===== config.mk =====
export PLATFORM = sky130hd
export DESIGN_NAME = vga_timing_gen_flat
export DESIGN_NICKNAME = d
export VERILOG_FILES = /design/src/rtl/vga_timing_gen_if.sv /design/src/rtl/vga_timing_gen.sv /design/src/flat_wrapper.sv
export SDC_FILE = /design/constraint.sdc
export NUM_CORES = 1
export LEC_CHECK = 0
export ABC_AREA = 1
export CAP_MARGIN = 0
export CORE_UTILIZATION = 40
export DETAILED_ROUTE_END_ITERATION = 12
export DONT_BUFFER_PORTS = 1
export GPL_TIMING_DRIVEN = 1
export HOLD_SLACK_MARGIN = 0.05
export PLACE_DENSITY = 0.52
export SLEW_MARGIN = 30
export SYNTH_ARGS = -nofsm -noshare
export SYNTH_HDL_FRONTEND = slang
export SYNTH_SLANG_ARGS = --single-unit

===== constraint.sdc =====
create_clock -name clk -period 4.4 [get_ports clk]
set_input_delay 0.22 -clock clk [delete_from_list [all_inputs] [get_ports clk]]
set_output_delay 0.22 -clock clk [all_outputs]
set_load 0.1 [all_outputs]

===== src/rtl/vga_timing_gen_if.sv =====
// Video timing bus: raster position, syncs, display enable and strobes.
interface vga_timing_gen_if #(
  parameter int CNT_W   = 10,
  parameter int FRAME_W = 12
);
  logic [CNT_W-1:0]   hpos;
  logic [CNT_W-1:0]   vpos;
  logic               de_early;
  logic               hsync;
  logic               vsync;
  logic               de;
  logic               line_start;
  logic               frame_start;
  logic [FRAME_W-1:0] frame_count;

  modport master (
    output hpos, vpos, de_early, hsync, vsync, de,
           line_start, frame_start, frame_count
  );

  modport slave (
    input  hpos, vpos, de_early, hsync, vsync, de,
           line_start, frame_start, frame_count
  );
endinterface


===== src/rtl/vga_timing_gen.sv =====
// VGA raster timing generator with pixel enable, sync polarity control and a
// sync/DE delay line so syncs stay aligned with a pixel pipeline of any depth
// from 1 to 8 enabled pixels.
module vga_timing_gen #(
  parameter int H_DISPLAY  = 640,
  parameter int H_FRONT    = 16,
  parameter int H_SYNC     = 96,
  parameter int H_BACK     = 48,
  parameter int V_DISPLAY  = 480,
  parameter int V_BOTTOM   = 10,
  parameter int V_SYNC     = 2,
  parameter int V_TOP      = 33,
  parameter int H_SYNC_POL = 0,
  parameter int V_SYNC_POL = 0,
  parameter int PIPE_DEPTH = 0,
  parameter int CNT_W      = 10,
  parameter int FRAME_W    = 12
) (
  input  logic               clk,
  input  logic               rst_n,
  input  logic               ce,
  vga_timing_gen_if.master   vif
);

  localparam int H_TOTAL = H_DISPLAY + H_FRONT + H_SYNC + H_BACK;
  localparam int V_TOTAL = V_DISPLAY + V_BOTTOM + V_SYNC + V_TOP;

  // Region bounds held 32 bits wide so the upper bounds cannot alias when a
  // porch is zero and the bound lands exactly on 2^CNT_W.
  localparam logic [31:0] HD_END   = 32'(H_DISPLAY);
  localparam logic [31:0] VD_END   = 32'(V_DISPLAY);
  localparam logic [31:0] HS_START = 32'(H_DISPLAY + H_FRONT);
  localparam logic [31:0] HS_END   = 32'(H_DISPLAY + H_FRONT + H_SYNC);
  localparam logic [31:0] VS_START = 32'(V_DISPLAY + V_BOTTOM);
  localparam logic [31:0] VS_END   = 32'(V_DISPLAY + V_BOTTOM + V_SYNC);

  localparam logic [CNT_W-1:0] H_LAST = CNT_W'(H_TOTAL - 1);
  localparam logic [CNT_W-1:0] V_LAST = CNT_W'(V_TOTAL - 1);

  // Reject configurations the counters or delay line cannot represent.
  if (PIPE_DEPTH < 0 || PIPE_DEPTH > 7) begin : g_bad_pipe
    $error("vga_timing_gen: PIPE_DEPTH must be 0..7");
  end
  if (CNT_W < 1 || CNT_W > 30 ||
      (H_TOTAL - 1) >= (1 << CNT_W) || (V_TOTAL - 1) >= (1 << CNT_W)) begin : g_bad_cnt
    $error("vga_timing_gen: CNT_W too narrow for H_TOTAL/V_TOTAL");
  end
  if (FRAME_W < 1) begin : g_bad_frame
    $error("vga_timing_gen: FRAME_W must be at least 1");
  end

  typedef struct packed {
    logic hs;
    logic vs;
    logic de;
  } sync_t;

  logic [CNT_W-1:0]   h_cnt;
  logic [CNT_W-1:0]   v_cnt;
  logic [FRAME_W-1:0] f_cnt;
  sync_t              s0;
  sync_t [PIPE_DEPTH:0] dly_pipe;

  // Raster counters: column wraps into line, line wraps into frame count.
  always_ff @(posedge clk) begin
    if (!rst_n) begin
      h_cnt <= '0;
      v_cnt <= '0;
      f_cnt <= '0;
    end else if (ce) begin
      if (h_cnt == H_LAST) begin
        h_cnt <= '0;
        if (v_cnt == V_LAST) begin
          v_cnt <= '0;
          f_cnt <= f_cnt + 1'b1;
        end else begin
          v_cnt <= v_cnt + 1'b1;
        end
      end else begin
        h_cnt <= h_cnt + 1'b1;
      end
    end
  end

  // Undelayed sync/DE decode from the current raster position. vs0 depends
  // only on the line, so after the delay line it toggles in column 0.
  always_comb begin
    s0    = '0;
    s0.hs = (32'(h_cnt) >= HS_START) && (32'(h_cnt) < HS_END);
    s0.vs = (32'(v_cnt) >= VS_START) && (32'(v_cnt) < VS_END);
    s0.de = (32'(h_cnt) < HD_END) && (32'(v_cnt) < VD_END);
  end

  // Delay line: one stage minimum, PIPE_DEPTH extra; cleared on reset so no
  // partial sync pulse survives a mid-frame restart.
  always_ff @(posedge clk) begin
    if (!rst_n) begin
      dly_pipe <= '0;
    end else if (ce) begin
      dly_pipe[0] <= s0;
      for (int i = 1; i <= PIPE_DEPTH; i++) begin
        dly_pipe[i] <= dly_pipe[i-1];
      end
    end
  end

  // Output drive: polarity applied at the last stage; strobes are gated by ce.
  always_comb begin
    vif.hpos        = h_cnt;
    vif.vpos        = v_cnt;
    vif.frame_count = f_cnt;
    vif.de_early    = s0.de;
    vif.hsync       = (H_SYNC_POL != 0) ? dly_pipe[PIPE_DEPTH].hs : ~dly_pipe[PIPE_DEPTH].hs;
    vif.vsync       = (V_SYNC_POL != 0) ? dly_pipe[PIPE_DEPTH].vs : ~dly_pipe[PIPE_DEPTH].vs;
    vif.de          = dly_pipe[PIPE_DEPTH].de;
    vif.line_start  = ce && (h_cnt == '0);
    vif.frame_start = ce && (h_cnt == '0) && (v_cnt == '0);
  end

endmodule


===== src/flat_wrapper.sv =====
// flat-port wrapper written by rule: the top's interface ports become plain ports
module vga_timing_gen_flat 
#(
  parameter int H_DISPLAY  = 640,
  parameter int H_FRONT    = 16,
  parameter int H_SYNC     = 96,
  parameter int H_BACK     = 48,
  parameter int V_DISPLAY  = 480,
  parameter int V_BOTTOM   = 10,
  parameter int V_SYNC     = 2,
  parameter int V_TOP      = 33,
  parameter int H_SYNC_POL = 0,
  parameter int V_SYNC_POL = 0,
  parameter int PIPE_DEPTH = 0,
  parameter int CNT_W      = 10,
  parameter int FRAME_W    = 12
)
  (clk, rst_n, ce, vif_hpos, vif_vpos, vif_de_early, vif_hsync, vif_vsync, vif_de, vif_line_start, vif_frame_start, vif_frame_count);
  vga_timing_gen_if #(.CNT_W(CNT_W), .FRAME_W(FRAME_W)) vif_i ();
  input  logic clk;
  input  logic rst_n;
  input  logic ce;
  output wire logic [$bits(vif_i.hpos)-1:0] vif_hpos;
  output wire logic [$bits(vif_i.vpos)-1:0] vif_vpos;
  output wire logic [$bits(vif_i.de_early)-1:0] vif_de_early;
  output wire logic [$bits(vif_i.hsync)-1:0] vif_hsync;
  output wire logic [$bits(vif_i.vsync)-1:0] vif_vsync;
  output wire logic [$bits(vif_i.de)-1:0] vif_de;
  output wire logic [$bits(vif_i.line_start)-1:0] vif_line_start;
  output wire logic [$bits(vif_i.frame_start)-1:0] vif_frame_start;
  output wire logic [$bits(vif_i.frame_count)-1:0] vif_frame_count;
  assign vif_hpos = vif_i.hpos;
  assign vif_vpos = vif_i.vpos;
  assign vif_de_early = vif_i.de_early;
  assign vif_hsync = vif_i.hsync;
  assign vif_vsync = vif_i.vsync;
  assign vif_de = vif_i.de;
  assign vif_line_start = vif_i.line_start;
  assign vif_frame_start = vif_i.frame_start;
  assign vif_frame_count = vif_i.frame_count;
  vga_timing_gen #(.H_DISPLAY(H_DISPLAY), .H_FRONT(H_FRONT), .H_SYNC(H_SYNC), .H_BACK(H_BACK), .V_DISPLAY(V_DISPLAY), .V_BOTTOM(V_BOTTOM), .V_SYNC(V_SYNC), .V_TOP(V_TOP), .H_SYNC_POL(H_SYNC_POL), .V_SYNC_POL(V_SYNC_POL), .PIPE_DEPTH(PIPE_DEPTH), .CNT_W(CNT_W), .FRAME_W(FRAME_W)) u_core (.clk(clk), .rst_n(rst_n), .ce(ce), .vif(vif_i));
endmodule

==> flow_summary.yaml <==
cells_and_area:
  final_common_cell: "nand2_1"
  mostFrequentLayoutCells: "nand2_1 (79), nor2_1 (54), inv_1 (51), nand3_1 (24), dfxtp_1 (23)"
  layout-drive-gt1-share: 0.148
  final_cells: 392
  regArea_um2: 716
  nets: 332
  antenna_cells: 0
  fill_cells: 531
  area_growth_pct: 15.1
  multiInputGateArea_um2: 1060
clock_network:
  cts_tree: "built"
  clk_latency_ns: 0.29
  clkTransAtPathRegs_ns: 0.07
  cts_buffers: 5
  cts_max_path_buffers: 2
  cts_sinks: 35
  root_buffer: "clkbuf_8"
  ctsHtreeMaxLevel: 2
synthesis:
  synth_warnings: 0
  syn_area_per_cell_um2: 6.36
  synth_fp_nets: 319
  synth_cell_types: 29
  synth-seq-area-share: 0.354
  syn_area_um2: 1980
  yosys_register_bits: 35
  synth_cells: 311
critical_path:
  worst_r2r_path_depth: 8
  cp-endpoint: "u_core.vif.vpos[9]"
  cp-start-kind: "register"
  crit_fanout: 13
  critPathArrivalTime_ns: 2.67
  r2r_setup_slack_ns: 1.92
  r2r_end: "u_core.vif.vpos[9]"
  crit_start: "u_core.vif.hpos[1]"
  path_class: "reg -> reg"
  critPathCaptureType: "register"
  r2r-start: "u_core.vif.hpos[1]"
  required_ns: 4.59
sta:
  maxSlewViolCount: 0
  setup_viol: 0
  rsz0062_at_grt: "false"
  hold_violations: 0
  finClkSkew_ns: 0.00446
  fin_setup_tns_ns: 0
  slew_headroom: 0.315
  fmax_ghz: 0.404
  period_share: 0.563
  worst_slew_pin_slew_ns: 1.03
  period_minus_slack_ns: 2.48
routing:
  drtAntennaViolNets: 0
  drt-total-wl_um: 4740
  vias: 1856
  vias_per_cell: 4.73
  drtIter0Drc: 79
  firstDrtPassIters: 4
  drc: 0
  wl_per_cell_um: 12.1
pwr:
  clock_power_share: 0.447
  p_leak_nw: 0.987
  power.share.combinational: 0.058
  power.internal_w: 0.000513
  p_per_area_nw_per_um2: 301
  switching_share: 0.250
  peakVddDrop_uv: 154
  switching_power_w: 0.000171
  seq_power_share: 0.495
placed_design:
  dp_cells: 383
  portBuffers: 0
  gp_congestion: 0.848
  dp_hpwl_um: 3580
floorplan:
  core_area_um2: 4750
  io_pins: 41
  fp.dieArea_um2: 5230
  dieWidth_um: 72.3
  die_h_um: 72.3
  rows: 25
  initial_utilization: 0.416
grt:
  antenna_found_initial: 0
  grt_pass1_wl_um: 7870
  grt_start_max_net_pins: 14
  grt-ovfl-total: 0
  grt_pass1_vias: 1658
  grt_use_total: 0.195
outcome:
  status: "complete, no violations"
min_path:
  worstHoldPathType: "in -> reg"
flow_run:
  cap_violations: 0
[cells in the mapped netlist]
master / count / area share
nor2_4: 1 / 0.0057
clkinv_1: 1 / 0.0019
xor2_1: 2 / 0.0089
nor4_1: 2 / 0.0063
dfxtp_1: 35 / 0.35
nor2_2: 5 / 0.016
buf_2: 1 / 0.0025
nand3_1: 24 / 0.061
nand3b_1: 1 / 0.0038
nand4_1: 6 / 0.019
nor3_1: 6 / 0.015
a31oi_1: 2 / 0.0063
a211oi_1: 2 / 0.0076
ha_1: 5 / 0.032
inv_2: 1 / 0.0019
nand2_2: 6 / 0.019
a21oi_1: 10 / 0.025
inv_1: 51 / 0.097
xnor2_1: 1 / 0.0044
nand2_1: 79 / 0.15
o21ai_0: 6 / 0.015
a21oi_2: 1 / 0.0044
clkbuf_1: 1 / 0.0019
nor3b_1: 2 / 0.0076
buf_6: 1 / 0.0057
nand3_2: 1 / 0.0051
buf_8: 1 / 0.0076
nor2_1: 56 / 0.11
nand3_4: 1 / 0.0089
[kinds of logic after synthesis]
logic type | synth area share
AOI/OAI and AO/OA | 0.0589
xor gates and xnor gates | 0.0133
adders and majority gates | 0.0316
buffers and inverters | 0.118
DFF | 0.354
and+or+nand+nor | 0.423
[cell type report]
| type | count | area share |
|---|---|---|
| clock inverters | 2 | 0.0154 |
| flip-flops and latches | 35 | 0.315 |
| repair buffers | 10 | 0.0418 |
| multi-input cells | 219 | 0.468 |
| well taps | 67 | 0.0369 |
| clock buffers | 6 | 0.0363 |
| inverters | 53 | 0.0875 |
[critical path: stages, from the launching register on]
cell and delay, ns:
dfxtp_1 1.00, ha_1 0.36, nand2_1 0.08, nor2_2 0.15, nand3_4 0.14, nor2_4 0.34, nor2_1 0.17, nand2_1 0.10
nor2_1 0.04
[worst min path at each step]
| stage | start | endpoint | slack (ns) | depth (start not counted) |
|---|---|---|---|---|
| 2_1_floorplan | ce | u_core.vif.de | 0.36 | 2 |
| 5_1_grt | rst_n | u_core.vif.frame_count[1] | 0.06 | 2 |
| 4_1_cts | rst_n | u_core.vif.frame_count[1] | 0.06 | 2 |
| 3_5_place_dp | rst_n | u_core.vif.frame_count[7] | 0.35 | 2 |
| 6_report | ce | u_core.vif.de | 0.07 | 2 |
| 3_3_place_gp | rst_n | u_core.vif.frame_count[10] | 0.35 | 2 |
[registers in the layout, summed over array words and instances, names as in the netlist]
| register | flops |
|---|---|
| u_core.dly_pipe | 2 |
| u_core.vif.hpos | 10 |
| u_core.vif.frame_count | 12 |
| u_core.vif.de | 1 |
| u_core.vif.vpos | 10 |
[repair_timing]
item | 4_1_cts | 5_1_grt
endpoints found under the hold margin | 10 | 0
hold buffers | 1 | 0
buffers inserted | 0 | 0
setup endpoints to repair | 0 | 0
gates resized for setup | 0 | 0
[per-stage QoR]
step | power [W] | hold WS (ns) | utilization | setup slack, ns | cell area (um^2)
after floorplan | 0.000375 | 0.365 | - | 0.0307 | 1980
after global placement | 0.000383 | 0.346 | 0.446 | 1.92 | 2120
after detailed placement | 0.000384 | 0.345 | 0.451 | 1.91 | 2150
after CTS | 0.000693 | 0.0562 | 0.478 | 1.90 | 2270
after global routing | 0.000708 | 0.0649 | 0.478 | 1.77 | 2270
final | 0.000685 | 0.0672 | 0.478 | 1.92 | 2270
[power by group through the flow]
stage	clock, W	combinational, W	sequential (W)
floorplan	0	0.0000289	0.000346
global placement	0	0.0000370	0.000346
detailed placement	0	0.0000380	0.000346
CTS	0.000314	0.0000400	0.000339
global route	0.000326	0.0000433	0.000339
finish	0.000306	0.0000400	0.000339
[layer usage]
metal / vias up / part of all wire / GRT usage
met5: - / 0 / 0
met4: 0 / 0.010 / 0.0588
met3: 5 / 0.060 / 0.0611
met2: 42 / 0.44 / 0.278
met1: 818 / 0.49 / 0.279
li1: 991 / - / -
No activity file was read; power rests on OpenSTA's default activity.
